==> src/rtl/instr_mem_ctrl_pkg.sv <==
`default_nettype none
// ============================================================================
// Module  : imem_pkg
// Purpose : Shared types and helpers for the loadable instruction memory.
//           Holds the controller state enum, the default fill word, and the
//           byte-address -> word-index and legality helpers.
// Revision: 1.0 - initial release
// ============================================================================
package imem_pkg;

  typedef enum logic [1:0] {
    CLEAR = 2'd0,
    LOAD  = 2'd1,
    RUN   = 2'd2
  } state_t;

  localparam logic [15:0] NOP_WORD_DEFAULT = 16'h0000;

  // Word index of a byte address: bits [idx_w:1].
  function automatic logic [31:0] word_idx(input logic [31:0] addr, input int idx_w);
    return (addr >> 1) & ((32'd1 << idx_w) - 32'd1);
  endfunction

  // A byte address is usable when it is halfword aligned and inside the array.
  function automatic logic addr_legal(input logic [31:0] addr, input int depth);
    return (addr[0] == 1'b0) && (addr < (depth << 1));
  endfunction

endpackage
`default_nettype wire

==> src/rtl/instr_mem_ctrl_if.sv <==
`default_nettype none
// ============================================================================
// Module  : instr_mem_ctrl_if
// Purpose : Load (boot loader) and fetch bus of the instruction memory.
//   master : drives ld_en/ld_addr/ld_data/ld_done, fetch_req/fetch_pc/
//            fetch_stall; observes ld_err, boot_busy, fetch_ready,
//            fetch_valid, fetch_instr, fetch_fault
//   slave  : the memory controller side (mirror of master)
// Revision: 1.0 - initial release
// ============================================================================
interface instr_mem_ctrl_if #(
  parameter int DATA_W = 16,
  parameter int ADDR_W = 16
);
  logic              ld_en;
  logic [ADDR_W-1:0] ld_addr;
  logic [DATA_W-1:0] ld_data;
  logic              ld_done;
  logic              ld_err;
  logic              boot_busy;
  logic              fetch_req;
  logic [ADDR_W-1:0] fetch_pc;
  logic              fetch_stall;
  logic              fetch_ready;
  logic              fetch_valid;
  logic [DATA_W-1:0] fetch_instr;
  logic              fetch_fault;

  modport master (
    output ld_en, ld_addr, ld_data, ld_done, fetch_req, fetch_pc, fetch_stall,
    input  ld_err, boot_busy, fetch_ready, fetch_valid, fetch_instr, fetch_fault
  );

  modport slave (
    input  ld_en, ld_addr, ld_data, ld_done, fetch_req, fetch_pc, fetch_stall,
    output ld_err, boot_busy, fetch_ready, fetch_valid, fetch_instr, fetch_fault
  );
endinterface
`default_nettype wire

==> src/rtl/instr_mem_ctrl_array.sv <==
`default_nettype none
// ============================================================================
// Module  : imem_array
// Purpose : DEPTH x DATA_W storage, one synchronous write port and one
//           registered read port. A read to the word being written in the
//           same cycle returns the new data. i_re=0 holds o_rdata.
//   clk     : clock
//   i_we    : write enable        i_waddr/i_wdata : write word index/data
//   i_re    : read enable         i_raddr         : read word index
//   o_rdata : registered read data
// Revision: 1.0 - initial release
// ============================================================================
module imem_array #(
  parameter int DATA_W = 16,
  parameter int DEPTH  = 32,
  parameter int IDX_W  = $clog2(DEPTH)
) (
  input  wire logic              clk,
  input  wire logic              i_we,
  input  wire logic [IDX_W-1:0]  i_waddr,
  input  wire logic [DATA_W-1:0] i_wdata,
  input  wire logic              i_re,
  input  wire logic [IDX_W-1:0]  i_raddr,
  output logic      [DATA_W-1:0] o_rdata
);

  logic [DATA_W-1:0] r_mem [DEPTH];

  // Contents are initialised by the controller's sweep, so no reset here.
  always_ff @(posedge clk) begin
    if (i_we) begin
      r_mem[i_waddr] <= i_wdata;
    end
    if (i_re) begin
      o_rdata <= (i_we && (i_waddr == i_raddr)) ? i_wdata : r_mem[i_raddr];
    end
  end

endmodule
`default_nettype wire

==> src/rtl/instr_mem_ctrl.sv <==
`default_nettype none
// ============================================================================
// Module  : instr_mem_ctrl
// Purpose : Loadable instruction memory with registered fetch port.
//           After reset the array is swept to NOP_WORD (CLEAR), then filled
//           by the boot loader (LOAD), then serves fetches (RUN) with 1-cycle
//           latency, stall hold and fault substitution.
//   clk   : clock, rising edge
//   rst_n : asynchronous active-low reset
//   bus   : load + fetch bus (slave side)
// Revision: 1.0 - initial release
// ============================================================================
module instr_mem_ctrl
  import imem_pkg::*;
#(
  parameter int              DATA_W   = 16,
  parameter int              ADDR_W   = 16,
  parameter int              DEPTH    = 32,
  parameter logic [DATA_W-1:0] NOP_WORD = DATA_W'(NOP_WORD_DEFAULT)
) (
  input wire logic        clk,
  input wire logic        rst_n,
  instr_mem_ctrl_if.slave bus
);

  localparam int              IDX_W      = $clog2(DEPTH);
  localparam logic [IDX_W-1:0] C_LAST_IDX = IDX_W'(DEPTH - 1);

  state_t            r_state;
  state_t            w_state_next;
  logic [IDX_W-1:0]  r_clr_cnt;
  logic              r_ld_err;
  logic              r_fetch_valid;
  logic              r_fetch_fault;
  // Selects NOP_WORD instead of the array read register on the output; this
  // keeps a faulted NOP (or the reset NOP) stable while fetch_instr holds.
  logic              r_sel_nop;

  logic              w_ld_legal;
  logic              w_fetch_legal;
  logic              w_fetch_ready;
  logic              w_accept;
  logic              w_we;
  logic [IDX_W-1:0]  w_waddr;
  logic [DATA_W-1:0] w_wdata;
  logic              w_re;
  logic [IDX_W-1:0]  w_raddr;
  logic [DATA_W-1:0] w_rdata;

  assign w_ld_legal    = addr_legal(32'(bus.ld_addr), DEPTH);
  assign w_fetch_legal = addr_legal(32'(bus.fetch_pc), DEPTH);
  assign w_fetch_ready = (r_state == RUN) && !bus.fetch_stall;
  assign w_accept      = bus.fetch_req && w_fetch_ready;
  assign w_raddr       = IDX_W'(word_idx(32'(bus.fetch_pc), IDX_W));
  // Faulted fetches never touch the array; the output shows NOP_WORD instead.
  assign w_re          = w_accept && w_fetch_legal;

  // Write port: the sweep owns it in CLEAR, the loader afterwards.
  always_comb begin
    w_we    = 1'b0;
    w_waddr = r_clr_cnt;
    w_wdata = NOP_WORD;
    if (r_state == CLEAR) begin
      w_we = 1'b1;
    end else begin
      w_we    = bus.ld_en && w_ld_legal;
      w_waddr = IDX_W'(word_idx(32'(bus.ld_addr), IDX_W));
      w_wdata = bus.ld_data;
    end
  end

  always_comb begin
    w_state_next = r_state;
    case (r_state)
      CLEAR:   if (r_clr_cnt == C_LAST_IDX) w_state_next = LOAD;
      LOAD:    if (bus.ld_done) w_state_next = RUN;
      RUN:     w_state_next = RUN;
      default: w_state_next = CLEAR;
    endcase
  end

  always_ff @(posedge clk or negedge rst_n) begin
    if (!rst_n) begin
      r_state       <= CLEAR;
      r_clr_cnt     <= '0;
      r_ld_err      <= 1'b0;
      r_fetch_valid <= 1'b0;
      r_fetch_fault <= 1'b0;
      r_sel_nop     <= 1'b1;
    end else begin
      r_state <= w_state_next;
      if (r_state == CLEAR) begin
        r_clr_cnt <= r_clr_cnt + IDX_W'(1);
      end
      r_ld_err <= bus.ld_en && ((r_state == CLEAR) || !w_ld_legal);
      if (!bus.fetch_stall) begin
        r_fetch_valid <= w_accept;
        r_fetch_fault <= w_accept && !w_fetch_legal;
        if (w_accept) begin
          r_sel_nop <= !w_fetch_legal;
        end
      end
    end
  end

  imem_array #(
    .DATA_W (DATA_W),
    .DEPTH  (DEPTH),
    .IDX_W  (IDX_W)
  ) u_array (
    .clk     (clk),
    .i_we    (w_we),
    .i_waddr (w_waddr),
    .i_wdata (w_wdata),
    .i_re    (w_re),
    .i_raddr (w_raddr),
    .o_rdata (w_rdata)
  );

  assign bus.ld_err      = r_ld_err;
  assign bus.boot_busy   = (r_state != RUN);
  assign bus.fetch_ready = w_fetch_ready;
  assign bus.fetch_valid = r_fetch_valid;
  assign bus.fetch_fault = r_fetch_fault;
  assign bus.fetch_instr = r_sel_nop ? NOP_WORD : w_rdata;

endmodule
`default_nettype wire

==> src/flat_wrapper.sv <==
// flat-port wrapper written by rule: the top's interface ports become plain ports
module instr_mem_ctrl_flat import imem_pkg::*;
#(
  parameter int              DATA_W   = 16,
  parameter int              ADDR_W   = 16,
  parameter int              DEPTH    = 32,
  parameter logic [DATA_W-1:0] NOP_WORD = DATA_W'(NOP_WORD_DEFAULT)
)
  (clk, rst_n, bus_ld_en, bus_ld_addr, bus_ld_data, bus_ld_done, bus_fetch_req, bus_fetch_pc, bus_fetch_stall, bus_ld_err, bus_boot_busy, bus_fetch_ready, bus_fetch_valid, bus_fetch_instr, bus_fetch_fault);
  instr_mem_ctrl_if #(.DATA_W(DATA_W), .ADDR_W(ADDR_W)) bus_i ();
  input wire logic clk;
  input wire logic rst_n;
  input wire logic [$bits(bus_i.ld_en)-1:0] bus_ld_en;
  input wire logic [$bits(bus_i.ld_addr)-1:0] bus_ld_addr;
  input wire logic [$bits(bus_i.ld_data)-1:0] bus_ld_data;
  input wire logic [$bits(bus_i.ld_done)-1:0] bus_ld_done;
  input wire logic [$bits(bus_i.fetch_req)-1:0] bus_fetch_req;
  input wire logic [$bits(bus_i.fetch_pc)-1:0] bus_fetch_pc;
  input wire logic [$bits(bus_i.fetch_stall)-1:0] bus_fetch_stall;
  output wire logic [$bits(bus_i.ld_err)-1:0] bus_ld_err;
  output wire logic [$bits(bus_i.boot_busy)-1:0] bus_boot_busy;
  output wire logic [$bits(bus_i.fetch_ready)-1:0] bus_fetch_ready;
  output wire logic [$bits(bus_i.fetch_valid)-1:0] bus_fetch_valid;
  output wire logic [$bits(bus_i.fetch_instr)-1:0] bus_fetch_instr;
  output wire logic [$bits(bus_i.fetch_fault)-1:0] bus_fetch_fault;
  assign bus_i.ld_en = bus_ld_en;
  assign bus_i.ld_addr = bus_ld_addr;
  assign bus_i.ld_data = bus_ld_data;
  assign bus_i.ld_done = bus_ld_done;
  assign bus_i.fetch_req = bus_fetch_req;
  assign bus_i.fetch_pc = bus_fetch_pc;
  assign bus_i.fetch_stall = bus_fetch_stall;
  assign bus_ld_err = bus_i.ld_err;
  assign bus_boot_busy = bus_i.boot_busy;
  assign bus_fetch_ready = bus_i.fetch_ready;
  assign bus_fetch_valid = bus_i.fetch_valid;
  assign bus_fetch_instr = bus_i.fetch_instr;
  assign bus_fetch_fault = bus_i.fetch_fault;
  instr_mem_ctrl #(.DATA_W(DATA_W), .ADDR_W(ADDR_W), .DEPTH(DEPTH), .NOP_WORD(NOP_WORD)) u_core (.clk(clk), .rst_n(rst_n), .bus(bus_i));
endmodule
==> config.mk <==
export PLATFORM = sky130hd
export DESIGN_NAME = instr_mem_ctrl_flat
export DESIGN_NICKNAME = d
export VERILOG_FILES = /design/src/rtl/instr_mem_ctrl_pkg.sv /design/src/rtl/instr_mem_ctrl_if.sv /design/src/rtl/instr_mem_ctrl_array.sv /design/src/rtl/instr_mem_ctrl.sv /design/src/flat_wrapper.sv
export SDC_FILE = /design/constraint.sdc
export NUM_CORES = 1
export LEC_CHECK = 0
export ABC_AREA = 1
export BUFFER_PORTS_ARGS = -buffer_cell sky130_fd_sc_hd__buf_2
export CORE_UTILIZATION = 55
export CTS_CLUSTER_DIAMETER = 120
export DETAILED_ROUTE_END_ITERATION = 8
export PLACE_DENSITY = 0.72
export SETUP_SLACK_MARGIN = 0.4
export SLEW_MARGIN = 20
export SYNTH_ARGS = -nofsm -noshare
export SYNTH_HDL_FRONTEND = slang
export SYNTH_HIERARCHICAL = 1
export SYNTH_SLANG_ARGS = --single-unit
==> constraint.sdc <==
create_clock -name clk -period 2.86 [get_ports clk]
set_input_delay 0.286 -clock clk [delete_from_list [all_inputs] [get_ports clk]]
set_output_delay 0.286 -clock clk [all_outputs]
set_load 0.01 [all_outputs]
==> impl_metrics.ini, run 1 <==
[worst_setup_path]
startpoint_type = flip-flop
setup.worst_path.start = u_core/r_state[1]
worst-path-buf-inv = 5
timing.critical_path.slowest_cell_delay_ns = 0.39
worst-r2r-cell-count = 10
worstPathMaxFanout = 12
timing.critical_path.to_type = flip-flop
timing.setup.critical_path_class = reg2reg
ff2ff_setup_slack_ns = 0.42
cell_family_with_the_largest_share_of_critical_path_delay = buffers and inverters
critical_path_s_slowest_cell = sky130_fd_sc_hd__dfrtp_1
start_of_the_worst_register_to_register_path = u_core/r_state[1]
crit_end = u_core/u_array/r_mem[4][0]
path_cells = inv_1, ha_2, inv_2, nand2_1, o21ai_1, inv_1, nand3_4, buf_4, nor2_2, buf_4
critPathRequiredTime_ns = 3.16
cp.arrival_ns = 2.74
worst_r2r_endpoint = u_core/u_array/r_mem[4][0]
timing.critical_path.depth = 10

[layout]
proportion_of_layout_cells_with_a_drive_suffix_above_1_pct = 12.35
area_growth_syn_to_fin_pct = 13.61
fin_cells = 2792
nNetsFinal = 2276

[power_and_ir_drop]
switchingPower_mw = 3.721
p_int_mw = 12.92
power_share_of_the_sequential_group_pct = 52.2
clock_power_share_pct = 41.3
power.switching_fraction_pct = 22.35
power.leakage_nw = 10.41
vdd_drop_max_v = 0.0005742
pwr_density_cell_nw_per_um2 = 640.1
comb_power_share_pct = 6.5

[run]
cap_violations = 0

[timing]
hold_violations = 0
fin_tns_setup_ns = 0
final.setup_skew_ns = 0.02217
maxSlewViolCount = 0
slew_headroom_pct = 51.11
final_critical_delay_including_setup_and_external_delays_ns = 2.445
worst-slew-pin-transition_ns = 0.7333
finalSetupViolations = 0
setup_repair_after_global_routing_missed_its_margin = no
final.period_utilization_pct = 85.48
max_freq_mhz = 409.1

[floorplanning]
ios = 75
dieArea_um2 = 42430
start_util_pct = 55.93
placeableCoreArea_um2 = 40920
row_count = 74
die-height_um = 206.0
dieWidth_um = 206.0

[routing]
route.antenna.remaining_nets = 0
routed_wirelength_um = 60450
drt-wirelength-per-cell_um = 21.65
vias_per_cell = 5.720
num_vias = 15970
post-route-drc-count = 0
drt_first_pass_iters = 6
drt_iter0_drc = 2003

[placement]
port_buffers = 74
dpl.hpwl_um = 35460
place_congestion = 0.8779
post-place-cells = 2684

[global_routing]
grt_start_max_net_pins = 140
grtUsageMet1_pct = 38.23
grt.busiest_layer = met2
grt_util_met3_pct = 6.228
grt_first_pass_wirelength_um = 89930
globalRouteOverflowTotal = 0
antenna_violations_before_repair = 1
number_of_global_route_vias_before_repair = 15300
met2_usage_pct = 46.81
grt_use_total_pct = 29.04

[yosys]
mappedNetlistArea_um2 = 22890
post_synth_inst_count = 2112
ys_dominant_reg_cell = sky130_fd_sc_hd__edfxtp_1
seq_area_frac_synth_pct = 70.48
synth-warning-count = 6
ys_seq_elements = 539
count_of_flip_flops_with_a_built_in_enable_after_synthesis = 528
ys_types = 30
ys_async_sr_fraction_pct = 2.041
synth_area_per_cell_um2 = 10.84
syn_nets = 2171

[cts]
numCtsBuffers = 54
clock_root_buffer = sky130_fd_sc_hd__clkbuf_16
cts_tree = done
cts-htree-levels = 2
clock-sinks = 539
clock_path_buffers = 3
worst_setup_hold_path_clk_slew_ns = 0.06
clk_latency_ns = 0.61

[worst_hold_path]
min_delay_path_depth = 7
hold_class = in2reg

[outcome]
run_status = complete, no violations
worst min-delay path, stage by stage:
cell and delay (ns):
sky130_fd_sc_hd__buf_2 0.07, sky130_fd_sc_hd__nor2_1 0.04, sky130_fd_sc_hd__nand2_1 0.05, sky130_fd_sc_hd__nor2_1 0.05, sky130_fd_sc_hd__nand3_1 0.06, sky130_fd_sc_hd__nand2_1 0.05, sky130_fd_sc_hd__inv_1 0.04
state kept, by name (all words and copies together), names as in the netlist:
| signal | cells |
|---|---|
| u_core/bus.fetch_fault | 1 |
| u_core/bus.fetch_valid | 1 |
| u_core/bus.ld_err | 1 |
| u_core/r_clr_cnt | 5 |
| u_core/r_sel_nop | 1 |
| u_core/r_state | 2 |
| u_core/u_array/o_rdata | 16 |
| u_core/u_array/r_mem | 512 |
per-stage QoR:
stage                     hold slack, ns  setup slack, ns  utilization [%]  total power, mW  cell area (um2)
after detailed placement          0.1775           0.1961            58.97            9.900            24130
after CTS                        0.05852           0.4020            63.27            16.69            25890
after global routing             0.09275           0.3712            63.53            17.09            26000
final                            0.07957           0.4153            63.54            16.64            26000
after floorplan                -0.009591           0.2999                -            9.464            22900
after global placement            0.1690           0.3214            58.97            9.879            24130
kinds of logic (layout without fill, tap and decap cells):
logic type	count (synthesis)	in the layout	synth area share, %
simple gates	1223	1224	22.43
fa+ha+maj	5	5	0.2733
flops	539	539	70.48
compound gates	29	29	0.8310
buf+inv	313	459	5.866
other cells	0	1	0
xor+xnor	3	3	0.1148
metal layers:
metal | vias to the layer above | routed length (um)
met5 | - | 0
met4 | 0 | 2567
met3 | 144 | 5557
met2 | 805 | 29090
met1 | 7714 | 23230
li1 | 7308 | -
cells in the mapped netlist (2+ instances only):
library cell	number	area, um2
sky130_fd_sc_hd__buf_1	9	33.78
sky130_fd_sc_hd__nor2_1	89	334.1
sky130_fd_sc_hd__ha_1	5	62.56
sky130_fd_sc_hd__nand3_1	414	2072
sky130_fd_sc_hd__inv_1	190	713.2
sky130_fd_sc_hd__inv_2	5	18.77
sky130_fd_sc_hd__nand2_1	712	2673
sky130_fd_sc_hd__xor2_1	3	26.28
sky130_fd_sc_hd__buf_6	8	90.09
sky130_fd_sc_hd__buf_2	65	325.3
sky130_fd_sc_hd__o21ai_0	2	10.01
sky130_fd_sc_hd__a21oi_1	2	10.01
sky130_fd_sc_hd__o21ai_1	9	45.04
sky130_fd_sc_hd__clkbuf_1	28	105.1
sky130_fd_sc_hd__o211ai_1	12	90.09
sky130_fd_sc_hd__o22ai_1	3	18.77
sky130_fd_sc_hd__dfrtp_1	10	250.2
sky130_fd_sc_hd__buf_4	7	52.55
sky130_fd_sc_hd__edfxtp_1	528	15860
layout make-up:
type	instances	area, um2
well taps	532	665.6
clock inverters	34	295.3
inverters	196	748.2
repair buffers	165	1211
multi-input cells	1261	5538
diodes	1	2.502
clock buffers	64	1410
flip-flops and latches	539	16130
fillers	3203	14920
cells in the final DEF, fill, tap and decap left out, types with 4 or more instances in the layout:
cell type	synthesis	final
sky130_fd_sc_hd__dlygate4sd3_1	0	4
sky130_fd_sc_hd__clkinv_1	1	14
sky130_fd_sc_hd__nor2_1	89	67
sky130_fd_sc_hd__nor2_2	1	23
sky130_fd_sc_hd__edfxtp_1	528	528
sky130_fd_sc_hd__o21ai_1	9	8
sky130_fd_sc_hd__buf_4	7	75
sky130_fd_sc_hd__ha_1	5	4
sky130_fd_sc_hd__bufinv_16	0	5
sky130_fd_sc_hd__clkbuf_1	28	9
sky130_fd_sc_hd__buf_12	0	10
sky130_fd_sc_hd__inv_6	0	4
sky130_fd_sc_hd__buf_2	65	72
sky130_fd_sc_hd__inv_1	190	189
sky130_fd_sc_hd__nand2_1	712	712
sky130_fd_sc_hd__o211ai_1	12	12
sky130_fd_sc_hd__clkbuf_16	0	55
sky130_fd_sc_hd__clkinv_2	0	11
sky130_fd_sc_hd__dfrtp_1	10	10
sky130_fd_sc_hd__nand3_1	414	411
worst min-delay path by stage:
stage / start / end / slack [ns]
after floorplan: rst_n / u_core/bus.fetch_fault / -0.01
after global placement: rst_n / u_core/bus.fetch_valid / 0.17
after detailed placement: rst_n / u_core/bus.fetch_fault / 0.18
after CTS: bus_ld_addr[7] / u_core/bus.ld_err / 0.06
after global routing: bus_ld_addr[7] / u_core/bus.ld_err / 0.09
final: bus_ld_addr[7] / u_core/bus.ld_err / 0.08
power groups by stage:
| stage | clock, mW | sequential, mW | combinational (mW) |
|---|---|---|---|
| after CTS | 6.94 | 8.69 | 1.05 |
| final | 6.87 | 8.69 | 1.08 |
| after detailed placement | 0 | 8.86 | 1.04 |
| after global placement | 0 | 8.86 | 1.02 |
| after global routing | 7.24 | 8.68 | 1.17 |
| after floorplan | 0 | 8.85 | 0.615 |
what timing repair did:
action,4_1_cts,5_1_grt
setup endpoints to repair,93,130
pin swaps,0,4
gates resized for setup,4,17
hold buffers,4,0
cloned,0,2
setup buffers,0,3
endpoints found under the hold margin,15,0
No activity file was read; power rests on OpenSTA's default activity.
==> run 2: changes to the inputs <==
--- a/config.mk
+++ b/config.mk
@@ -7,6 +7,7 @@
 export LEC_CHECK = 0
 export ABC_AREA = 1
 export BUFFER_PORTS_ARGS = -buffer_cell sky130_fd_sc_hd__buf_2
+export CORE_ASPECT_RATIO = 1.4
 export CORE_UTILIZATION = 55
 export CTS_CLUSTER_DIAMETER = 120
 export DETAILED_ROUTE_END_ITERATION = 8
==> run 2 against run 1 <==
Cell area is 1.4% lower. Count of clock-buffer cells in the layout decreased by 1. Worst setup slack gained 0.066 ns. First-iteration DRC count down 8.8%. Sequential power about the same. Register-to-register slack better by 0.07 ns. Flip-flop and latch count did not move. Worst hold slack worse by 0.013 ns. Via count shrank 1.3%. Die area hardly changed. Global-route usage shrank 0.13 points. Power decreased by 4.5%. Critical path type unchanged. Largest power group unchanged.
==> impl_metrics.ini, run 2 (synthesis results as in run 1) <==
[worst_setup_path]
start_of_the_worst_register_to_register_path = u_core/r_state[1]
critPathRequiredTime_ns = 3.12
worstPathMaxFanout = 16
timing.critical_path.to_type = flip-flop
setup.worst_path.start = u_core/r_state[1]
cp.arrival_ns = 2.64
timing.setup.critical_path_class = reg2reg
ff2ff_setup_slack_ns = 0.48
startpoint_type = flip-flop

[routing]
post-route-drc-count = 0
routed_wirelength_um = 60620
drt_first_pass_iters = 5
drt-wirelength-per-cell_um = 21.85
num_vias = 15770
route.antenna.remaining_nets = 0
drt_iter0_drc = 1827
vias_per_cell = 5.685

[floorplanning]
placeableCoreArea_um2 = 41070
ios = 75
start_util_pct = 55.73
die-height_um = 243.4
row_count = 88
dieArea_um2 = 42450
dieWidth_um = 174.4

[placement]
port_buffers = 74
placed_cell_area_um2 = 24090
place_congestion = 0.9905
dpl.hpwl_um = 36820

[power_and_ir_drop]
pwr_density_cell_nw_per_um2 = 620.1
total_power_mw = 15.90
power.leakage_nw = 10.25
vdd_drop_max_v = 0.0003866

[timing]
max_freq_mhz = 420.5
fin_tns_setup_ns = 0
final_critical_delay_including_setup_and_external_delays_ns = 2.378
final.setup_skew_ns = 0.01303
slew_headroom_pct = 47.39
finalSetupViolations = 0
final.period_utilization_pct = 83.16
maxSlewViolCount = 0
fin_worst_hold_slack_ns = 0.06704
hold_violations = 0
worst-slew-pin-transition_ns = 0.7891
setup_repair_after_global_routing_missed_its_margin = yes

[layout]
mostFrequentLayoutCells = sky130_fd_sc_hd__nand2_1 (712), sky130_fd_sc_hd__edfxtp_1 (528), sky130_fd_sc_hd__nand3_1 (414), sky130_fd_sc_hd__inv_1 (188), sky130_fd_sc_hd__buf_2 (72)
largest_reg_flops = 512
nNetsFinal = 2259
area_growth_syn_to_fin_pct = 12.00
max_flop_register = u_core/u_array/r_mem
final_design_area_no_fill_um2 = 25640
proportion_of_layout_cells_with_a_drive_suffix_above_1_pct = 11.32
biggestRegsByFlops = u_core/u_array/r_mem: 512 flops, u_core/u_array/o_rdata: 16 flops, u_core/r_clr_cnt: 5 flops
mostFrequentLayoutCell = sky130_fd_sc_hd__nand2_1
antenna_cells_inserted = 0

[cts]
clock-sinks = 539
cts-htree-levels = 2
clk_latency_ns = 0.57
clock_path_buffers = 3
clock_root_buffer = sky130_fd_sc_hd__clkbuf_16
worst_setup_hold_path_clk_slew_ns = 0.07
cts_tree = done
numCtsBuffers = 47

[global_routing]
number_of_global_route_vias_before_repair = 15210
globalRouteOverflowTotal = 0
grt_start_max_net_pins = 130
grt_use_total_pct = 28.91
antenna_violations_before_repair = 1
grt_first_pass_wirelength_um = 89890

[worst_hold_path]
hold_path_startpoint = bus_ld_data[13]
hold_class = in2reg

[run]
cap_violations = 0

[outcome]
run_status = complete, no violations
-- run 2: cell count changes in the layout (fill, tap and decap cells not counted), sizes merged --
cell / previous run / this run
inv: 197 / 196
diode: 1 / 0
clkbuf: 65 / 64
clkinvlp: 2 / 1
clkinv: 26 / 17
bufinv: 5 / 2
buf: 160 / 151
nand3: 416 / 415
-- run 2: worst paths after layout --
check / endpoint / depth (start not counted)
worst max-delay path: u_core/u_array/r_mem[8][0] / 9
worst min-delay path: u_core/u_array/r_mem[3][13] / 3
worst max register to register: u_core/u_array/r_mem[8][0] / 9
worst min register to register: u_core/bus.fetch_valid / 2
max in group asynchronous: u_core/r_sel_nop / 2
min in group asynchronous: u_core/bus.fetch_valid / 2
-- run 2: worst max-delay path, stage by stage, from the launching register on --
cell and delay, ns:
sky130_fd_sc_hd__dfrtp_1 0.38, sky130_fd_sc_hd__inv_1 0.10, sky130_fd_sc_hd__ha_1 0.24, sky130_fd_sc_hd__inv_2 0.15
sky130_fd_sc_hd__nand2_1 0.09, sky130_fd_sc_hd__nand2_1 0.13, sky130_fd_sc_hd__inv_1 0.17, sky130_fd_sc_hd__nand3_1 0.34
sky130_fd_sc_hd__nor2_1 0.21, sky130_fd_sc_hd__buf_4 0.26
-- run 2: area by class of cell --
| cell class | count | area, um2 |
|---|---|---|
| Clock buffer | 63 | 1319 |
| Clock inverter | 20 | 152.6 |
| Timing Repair Buffer | 156 | 1145 |
| Fill cell | 3139 | 15430 |
| Sequential cell | 539 | 16130 |
| Tap cell | 540 | 675.6 |
| Inverter | 196 | 743.2 |
| Multi-Input combinational cell | 1260 | 5469 |
-- run 2: per-stage QoR --
stage | cells | setup WS [ns] | utilization [%]
2_1_floorplan | 2112 | 0.2999 | -
3_3_place_gp | 2684 | 0.5906 | 58.67
3_5_place_dp | 2684 | 0.4386 | 58.67
4_1_cts | 2771 | 0.4324 | 62.35
5_1_grt | 2774 | 0.3728 | 62.42
6_report | 2774 | 0.4816 | 62.42
-- run 2: what timing repair did --
item / 4_1_cts / 5_1_grt
setup endpoints to repair: 0 / 272
hold endpoints to repair: 15 / 0
buffers inserted: 0 / 3
gates resized for setup: 0 / 3
hold buffers: 4 / 0
-- run 2: layer usage --
metal | global-route usage (%) | share of wire (%)
met2 | 47.87 | 49
met3 | 3.574 | 7.6
met1 | 34.87 | 35
met5 | 0 | 0
met4 | 21.34 | 8.2
-- run 2: report_power, final --
group / switching [mW] / total (mW) / internal [mW]
clock: 2.72 / 6.13 / 3.41
combinational: 0.800 / 1.08 / 0.285
sequential: 0.0105 / 8.68 / 8.67
